`src/rtl/write_buffer.sv`:
```
// write_buffer: write-through FIFO between the data cache and the backing RAM.
// Cache writes are captured into a DEPTH-entry circular buffer and drained to
// RAM one at a time (mem_wr held until mem_ack). A combinational probe port
// lets the miss-fill logic detect pending writes to the fill address.
// Optional feature macro: WBUF_FWD_EN builds the lk_data forwarding mux;
// without it lk_data is tied to zero and lk_hit is only a hazard flag.
module write_buffer #(
    parameter int DEPTH = 4,
    parameter int PTR_W = 2
) (
    input  logic             clk,
    input  logic             reset,
    input  logic             req_valid,
    input  logic [10:0]      req_addr,
    input  logic [7:0]       req_data,
    output logic             req_ready,
    output logic             mem_wr,
    output logic [10:0]      mem_addr,
    output logic [7:0]       mem_din,
    input  logic             mem_ack,
    input  logic [10:0]      lk_addr,
    output logic             lk_hit,
    output logic [7:0]       lk_data,
    output logic             empty,
    output logic [PTR_W:0]   count
);

    typedef enum logic {S_IDLE, S_ISSUE} state_t;

    localparam logic [PTR_W:0] FULL_CNT = (PTR_W+1)'(DEPTH);
    localparam logic [PTR_W:0] ONE_CNT  = (PTR_W+1)'(1);

    state_t           r_state, w_state_nxt;
    logic [DEPTH-1:0] r_valid;
    logic [10:0]      r_addr [DEPTH];
    logic [7:0]       r_data [DEPTH];
    logic [PTR_W-1:0] r_wr_ptr, r_rd_ptr;
    logic [PTR_W:0]   r_count;
    logic [10:0]      r_mem_addr;
    logic [7:0]       r_mem_din;

    logic             w_push, w_pop, w_load, w_head_new;
    logic [PTR_W:0]   w_count_nxt;
    logic [PTR_W-1:0] w_rd_nxt;
    logic [PTR_W-1:0] w_idx;
    logic             w_hit;

    // Handshake qualifiers; ready looks only at the registered count
    assign req_ready = (r_count != FULL_CNT);
    assign w_push    = req_valid && req_ready;
    assign w_pop     = (r_state == S_ISSUE) && mem_ack;
    assign empty     = (r_count == '0);
    assign count     = r_count;
    assign mem_addr  = r_mem_addr;
    assign mem_din   = r_mem_din;

    // Drain FSM next state, mem_wr, and head-register load control
    always_comb begin
        w_count_nxt = r_count;
        w_rd_nxt    = r_rd_ptr;
        mem_wr      = 1'b0;
        case ({w_push, w_pop})
            2'b10:   w_count_nxt = r_count + ONE_CNT;
            2'b01:   w_count_nxt = r_count - ONE_CNT;
            default: w_count_nxt = r_count;
        endcase
        if (w_pop)
            w_rd_nxt = r_rd_ptr + PTR_W'(1);
        if (r_state == S_ISSUE)
            mem_wr = 1'b1;
        // Both states leave for ISSUE exactly when something remains pending
        w_state_nxt = (w_count_nxt != '0) ? S_ISSUE : S_IDLE;
        w_load      = (w_state_nxt == S_ISSUE) && ((r_state == S_IDLE) || w_pop);
        // If nothing else remains after this edge's pop, the new head is the
        // entry being pushed right now, which is not yet in storage
        w_head_new  = w_push && ((r_count == '0) || (w_pop && r_count == ONE_CNT));
    end

    // FSM state register
    always_ff @(posedge clk or posedge reset) begin
        if (reset) r_state <= S_IDLE;
        else       r_state <= w_state_nxt;
    end

    // Storage, pointers and count
    always_ff @(posedge clk or posedge reset) begin
        if (reset) begin
            r_valid  <= '0;
            r_wr_ptr <= '0;
            r_rd_ptr <= '0;
            r_count  <= '0;
            for (int i = 0; i < DEPTH; i++) begin
                r_addr[i] <= '0;
                r_data[i] <= '0;
            end
        end else begin
            if (w_pop)
                r_valid[r_rd_ptr] <= 1'b0;
            if (w_push) begin
                r_valid[r_wr_ptr] <= 1'b1;
                r_addr[r_wr_ptr]  <= req_addr;
                r_data[r_wr_ptr]  <= req_data;
                r_wr_ptr          <= r_wr_ptr + PTR_W'(1);
            end
            r_rd_ptr <= w_rd_nxt;
            r_count  <= w_count_nxt;
        end
    end

    // Registered RAM request: reload on entering ISSUE and on every ack
    always_ff @(posedge clk or posedge reset) begin
        if (reset) begin
            r_mem_addr <= '0;
            r_mem_din  <= '0;
        end else if (w_load) begin
            if (w_head_new) begin
                r_mem_addr <= req_addr;
                r_mem_din  <= req_data;
            end else begin
                r_mem_addr <= r_addr[w_rd_nxt];
                r_mem_din  <= r_data[w_rd_nxt];
            end
        end
    end

`ifdef WBUF_FWD_EN
    logic [7:0] w_fwd;

    // Probe: scan oldest to youngest so the last match (youngest) wins
    always_comb begin
        w_hit = 1'b0;
        w_fwd = '0;
        w_idx = '0;
        for (int i = 0; i < DEPTH; i++) begin
            w_idx = r_rd_ptr + PTR_W'(i);
            if (r_valid[w_idx] && (r_addr[w_idx] == lk_addr)) begin
                w_hit = 1'b1;
                w_fwd = r_data[w_idx];
            end
        end
    end

    assign lk_data = w_fwd;
`else
    // Probe: hazard flag only, no data forwarding
    always_comb begin
        w_hit = 1'b0;
        w_idx = '0;
        for (int i = 0; i < DEPTH; i++) begin
            w_idx = r_rd_ptr + PTR_W'(i);
            if (r_valid[w_idx] && (r_addr[w_idx] == lk_addr))
                w_hit = 1'b1;
        end
    end

    assign lk_data = '0;
`endif

    assign lk_hit = w_hit;

endmodule
```
`config.mk`:
```
export PLATFORM = sky130hd
export DESIGN_NAME = write_buffer
export DESIGN_NICKNAME = d
export VERILOG_FILES = /design/src/rtl/write_buffer.sv
export SDC_FILE = /design/constraint.sdc
export NUM_CORES = 1
export LEC_CHECK = 0
export CAP_MARGIN = 20
export CORE_MARGIN = 4
export CORE_UTILIZATION = 58
export DETAILED_ROUTE_END_ITERATION = 8
export PLACE_DENSITY_LB_ADDON = 0.05
export SYNTH_ARGS = -nofsm -noshare
export SYNTH_HDL_FRONTEND = slang
export SYNTH_SLANG_ARGS = --single-unit
```
`constraint.sdc`:
```
create_clock -name clk -period 4.3 [get_ports clk]
set_input_delay 0.86 -clock clk [delete_from_list [all_inputs] [get_ports clk]]
set_output_delay 0.86 -clock clk [all_outputs]
set_load 0.01 [all_outputs]
```
Word level (Yosys, flattened, before mapping)
Cells that the tools add are included.

storage, ports and cells
  output and inout bits = 34
  input bits = 34
  bits in registers = 107
  word-level logic and storage cells = 117

operators by class
  equal/unequal tests = 8
  order comparisons = 14
  reduce and logical (&&, ||, !) cells = 16
  bitwise operators = 10
  muxes and demuxes = 48
  add/subtract/negate cells = 6

operator list
  kind                                                               number
  2-to-1 mux 11 bit                                                  12
  binary-select mux 11 bit (select 2 bit)                            5
  bitwise mux 44 bit                                                 1
  equality test 11 bit                                               4
  bitwise mux 32 bit                                                 1
  2-to-1 mux 8 bit                                                   4
  demux 11 bit (select 2 bit)                                        1
  greater-or-equal comparator 3 bit, second input constant           6
  inverter 2 -> 3 bit                                                6
  binary-select mux 8 bit (select 2 bit)                             1
  demux 8 bit (select 2 bit)                                         1
  < comparator 2 x 3 -> 1 bit, second input constant                 5
  logical AND 1 bit                                                  12
  2-to-1 mux 1 bit                                                   12
  binary-select mux 1 bit (select 2 bit)                             4
  2-to-1 mux 4 bit                                                   2
  case mux 3 bit (2 select lines)                                    1
  adder 2 x 1 -> 2 bit, second input constant                        2
  adder 2 bit, second input constant                                 2
  AND 4 bit                                                          1
  demux 1 bit (select 2 bit)                                         2
  greater-or-equal comparator 2 x 1 -> 1 bit, second input constant  2
  inverter 4 bit                                                     1
  bitwise OR 4 bit                                                   1
  other kinds (12)                                                   13

Depth between registers and ports, before layout
  depth after elaboration = 10
  mapped depth = 14
  depth with buffers taken out = 8

Least setup slack after synthesis
Ideal clock, no wire load.

  path type = register to output
  start point = reg r_rd_ptr[1]
  end point = out lk_hit
  path slack = 0.598 ns
  cell stages (with the launch flop) = 13
  data arrival time = 2.842 ns
  required time = 3.440 ns
  buffers on the path = 6
  cell sequence = dfrtp_1 -> buf_4 -> buf_4 -> buf_2 -> inv_1 -> ha_1 -> buf_6 -> buf_4 -> buf_4 -> mux4_2 -> xnor2_1 -> nand4_1 -> o311ai_1

on the way
  cells in the longest elaborated chain, start to end = 10
  elaborated cells between the ends (all ways) = 39
  those cells by class = add/sub (3); eq/ne (4); mux (24); bitwise (4); reduce/logical (4)

ends and longest elaborated chain
  what                                                                                                  RTL line  text
  start, declared                                                                                       37        logic [PTR_W-1:0] r_wr_ptr, r_rd_ptr;
  start signal, assigned                                                                                105       r_rd_ptr <= w_rd_nxt;
  adder 2 x 1 -> 2 bit or inverter 2 -> 3 bit (tied branches)                                           150, 151
  inverter 2 -> 3 bit (implied by the code) or binary-select mux 11 bit (select 2 bit) (tied branches)  151       if (r_valid[w_idx] && (r_addr[w_idx] == lk_addr))
  binary-select mux 11 bit (select 2 bit) or 2-to-1 mux 11 bit (tied branches)                          151
  2-to-1 mux 11 bit (implied by the code)                                                               151
  2-to-1 mux 11 bit (implied by the code) or equality test 11 bit (tied branches)                       151
  equality test 11 bit or logical AND 1 bit (tied branches)                                             151
  logical AND 1 bit or 2-to-1 mux 1 bit (tied branches)                                                 151
  2-to-1 mux 1 bit (2 in a row)                                                                         151
  2-to-1 mux 1 bit (*)                                                                                  151
  end, declared                                                                                         22        output logic lk_hit,

Every way passes the cells marked *; elsewhere a longest branch is shown, timed or not. The select of a mux whose other input is x is not followed.

Final worst setup path
Ends and elaborated chain as after synthesis.

==> tab_implementation.tex <==
\begin{tabular}{lr}
\hline
Metric & Value \\
\hline
\multicolumn{2}{l}{\textbf{Global routing}} \\
\quad Largest net degree at the start of global routing & 60 \\
\quad Initial antenna violation count & 0 \\
\quad Wire length of the first global-routing pass & 27300 microns \\
\quad All-Layer GR Usage & 24.7\% \\
\quad Global route total overflow & 0 \\
\quad Number of global-route vias before repair & 4942 \\
\multicolumn{2}{l}{\textbf{Worst setup path}} \\
\quad Cell-by-cell trace of the critical path & buf\_8 -> mux4\_2 -> xnor2\_1 -> nand4\_1 -> a2111oi\_0 -> nand4\_1 -> o311ai\_1 -> clkdlybuf4s50\_1 \\
\quad Cell occurring most often along the worst timing path & sky130\_fd\_sc\_hd\_\_nand4\_1 \\
\quad Crit path launch type & register \\
\quad Number of buffer and inverter stages on the critical path & 2 \\
\quad Type of destination of the critical path & output pin \\
\quad Worst setup path category & register to output pin \\
\quad Largest stage delay, worst path & 610 ps \\
\quad Reg-to-reg slack, setup & 1570 ps \\
\quad Required time worst endpoint & 3440 ps \\
\quad Critical path data arrival time & 3330 ps \\
\quad Top delay family on crit path & buffers and inverters \\
\quad Crit path max-delay cell type & sky130\_fd\_sc\_hd\_\_clkdlybuf4s50\_1 \\
\quad Worst Path Max Fanout & 35 \\
\multicolumn{2}{l}{\textbf{Timing}} \\
\quad Final TNS setup & 0 ps \\
\quad Pin slew with the least headroom to its limit & 752 ps \\
\quad Number of hold violations in the final report & 0 \\
\quad Max Transition Viols Final & 0 \\
\quad Clock Skews & 6.69 ps \\
\quad Final setup violating endpoints & 0 \\
\quad Final critical-path required period & 4190 ps \\
\quad Achievable Freq & 239 MHz \\
\quad RSZ-0062 raised after global routing & no \\
\quad Fin crit share & 97.4\% \\
\quad Worst slew margin & 49.9\% \\
\multicolumn{2}{l}{\textbf{Clock tree}} \\
\quad Cell at the root of the clock tree & sky130\_fd\_sc\_hd\_\_clkbuf\_16 \\
\quad CTS clk-pin slew, worst paths & 70 ps \\
\quad Number of CTS-inserted buffers & 9 \\
\quad Clock tree buffer depth & 2 \\
\quad TritonCTS clock tree & yes \\
\quad \# hold bufs at CTS & 0 \\
\quad TritonCTS sink count & 107 \\
\quad Count of H-tree levels built during CTS & 3 \\
\quad Clock latency on the worst-skew pair & 360 ps \\
\multicolumn{2}{l}{\textbf{Detailed routing}} \\
\quad Total via count in the routed design & 4811 \\
\quad Number of nets still failing antenna checks after routing & 0 \\
\quad 1st-iter DRT viols & 251 \\
\quad Number of detailed-routing iterations run before antenna repair & 5 \\
\quad Detailed-route wire length per cell & 20.5 microns \\
\quad Average vias per placed instance & 5.87 \\
\quad DRC Markers & 0 \\
\quad Wire length after detailed routing & 16800 microns \\
\multicolumn{2}{l}{\textbf{Synth}} \\
\quad Number of warnings reported in the yosys synthesis log & 0 \\
\quad Largest area contributor in the netlist & sky130\_fd\_sc\_hd\_\_dfrtp\_1 \\
\quad Gate Count Post-Synth & 598 \\
\quad Primary flip-flop cell chosen by synthesis mapping & sky130\_fd\_sc\_hd\_\_dfrtp\_1 \\
\quad Count of distinct cell types in the synthesized netlist & 55 \\
\quad Ys async rst share & 100\% \\
\quad Ranking of synthesized cells by area & sky130\_fd\_sc\_hd\_\_dfrtp\_1 37\%, sky130\_fd\_sc\_hd\_\_mux2i\_1 15\%, sky130\_fd\_sc\_hd\_\_mux2\_2 12\%, sky130\_fd\_sc\_hd\_\_mux4\_2 9.1\%, sky130\_fd\_sc\_hd\_\_xnor2\_1 5.3\% \\
\quad Area share of the largest cell type after synthesis & 37.4\% \\
\quad EDFF count, synth & 0 \\
\quad Total of flip-flops plus latches after synthesis & 107 \\
\quad Cell area after synthesis & 7160 sq um \\
\quad Sequential share of the synthesized area & 37.4\% \\
\quad Commonest cells in the netlist & 110 x sky130\_fd\_sc\_hd\_\_mux2i\_1, 107 x sky130\_fd\_sc\_hd\_\_dfrtp\_1, 79 x sky130\_fd\_sc\_hd\_\_mux2\_2 \\
\quad Synthesized area per cell & 12.0 sq um \\
\quad Cell with the most instances after synthesis & sky130\_fd\_sc\_hd\_\_mux2i\_1 \\
\multicolumn{2}{l}{\textbf{Layout}} \\
\quad Final design utilization & 68.2\% \\
\quad Filler cell count in the final layout & 923 \\
\quad Area growth from synthesis to final layout & 15.0\% \\
\quad Fraction of final layout cells with drive strength greater than 1 & 24.9\% \\
\quad Multi-input gate area & 4150 sq um \\
\quad Combined flip-flop and latch cell area & 2680 sq um \\
\quad Final layout net count & 693 \\
\quad Number of antenna diodes & 0 \\
\multicolumn{2}{l}{\textbf{Place}} \\
\quad Final weighted congestion of routability-driven global placement & 0.949 \\
\quad Buffers added on ports & 59 \\
\quad HPWL after detailed placement & 11300 microns \\
\multicolumn{2}{l}{\textbf{Floorplan}} \\
\quad Initial Utilization & 59.3\% \\
\quad Num rows & 40 \\
\quad Die H & 119 microns \\
\quad Area of the die & 14200 sq um \\
\quad Die span in x & 119 microns \\
\quad Io pins & 68 \\
\quad Core region area & 12100 sq um \\
\multicolumn{2}{l}{\textbf{Hold path}} \\
\quad Type of the worst min-delay path & register to register \\
\multicolumn{2}{l}{\textbf{Power}} \\
\quad IR drop worst, VDD & 0.457 mV \\
\quad Total power of the final layout & 7.57 mW \\
\quad Reported leakage power & 3.50 nW \\
\quad Power per unit of standard cell area & 921 nW/um\^{}2 \\
\multicolumn{2}{l}{\textbf{Run}} \\
\quad Maximum capacitance violations & 0 \\
\multicolumn{2}{l}{\textbf{Run status}} \\
\quad Result of the run & finished, final reports clean \\
\hline
\end{tabular}
-- flip-flops by register name, indices dropped and copies added, names as in the netlist --
register,cells
r_wr_ptr,2
r_data,32
r_valid,4
r_addr,44
mem_din,8
r_state,1
r_rd_ptr,2
mem_addr,11
count,3
-- area by class of cell --
class / instances / share of cell area, %
Sequential cell: 107 / 32.6
Clock buffer: 9 / 2.74
Tap cell: 168 / 2.56
Multi-Input combinational cell: 432 / 50.5
Inverter: 13 / 0.624
Timing Repair Buffer: 84 / 10.0
Clock inverter: 6 / 0.989
-- cells in the final DEF (no fill, tap or decap), types with 4 or more instances in the layout --
cell,instances
sky130_fd_sc_hd__nand2_1,44
sky130_fd_sc_hd__dfrtp_1,106
sky130_fd_sc_hd__nand4_1,7
sky130_fd_sc_hd__o21ai_1,10
sky130_fd_sc_hd__clkdlybuf4s50_1,58
sky130_fd_sc_hd__xnor2_1,43
sky130_fd_sc_hd__mux4_2,29
sky130_fd_sc_hd__buf_4,21
sky130_fd_sc_hd__ha_1,11
sky130_fd_sc_hd__xor2_1,11
sky130_fd_sc_hd__o21ai_0,14
sky130_fd_sc_hd__nor2_1,5
sky130_fd_sc_hd__conb_1,8
sky130_fd_sc_hd__mux2_2,79
sky130_fd_sc_hd__nand3_1,4
sky130_fd_sc_hd__nand2b_1,4
sky130_fd_sc_hd__inv_6,4
sky130_fd_sc_hd__clkbuf_16,9
sky130_fd_sc_hd__inv_1,11
sky130_fd_sc_hd__a21oi_1,9
sky130_fd_sc_hd__mux2i_1,109
-- stage by stage --
step	hold WS (ps)	instance area (sq um)	setup WS [ps]	cells
3_3_place_gp	463	7870	205	800
6_report	480	8230	111	819
3_5_place_dp	472	7870	194	800
4_1_cts	489	8190	7.17	815
2_1_floorplan	479	7180	598	605
5_1_grt	518	8230	13.4	819
-- layer usage --
layer / GRT usage (%) / part of all wire, % / routed length (microns)
met4: 7.53 / 1.8 / 308
met1: 34.1 / 45 / 7630
met2: 40.0 / 49 / 8160
met3: 4.08 / 4.2 / 698
met5: 0 / 0 / 0
-- power by group --
part	internal [mW]	leakage (nW)	switching, mW
clock network	0.462	0.150	0.407
logic	2.49	2.08	2.11
registers	1.53	1.27	0.573
total	4.48	3.50	3.10
-- kinds of logic (layout without fill, tap and decap cells) --
logic type	after synthesis	after routing	synth area share (%)
mux	219	219	37.3
flops	107	107	37.4
other cells	1	8	0.0524
fa+ha+maj	14	14	2.38
compound gates	57	57	5.37
xor+xnor	55	55	6.84
buf+inv	66	112	5.49
simple gates	79	79	5.19
-- timing repair --
item	in CTS	in global routing
gates resized for setup	1	4
endpoints found under the setup margin	1	1
buffers inserted	0	4
pin swaps	0	1
-- worst min-delay path, cell delays in order, from the launching register on --
cell and delay (ps):
sky130_fd_sc_hd__dfrtp_1 340, sky130_fd_sc_hd__nand2_1 40, sky130_fd_sc_hd__o21ai_0 60
-- worst paths after layout --
check | startpoint | endpoint | cells after the start
worst max-delay path | r_rd_ptr[1] | lk_hit | 8
worst min-delay path | mem_addr[4] | mem_addr[4] | 2
worst max register to register | count[0] | mem_addr[6] | 9
worst min register to register | mem_addr[4] | mem_addr[4] | 2
max in group asynchronous | reset | r_data[27] | 3
min in group asynchronous | reset | count[2] | 2
Note: power is estimated with default switching activity, not from simulation.
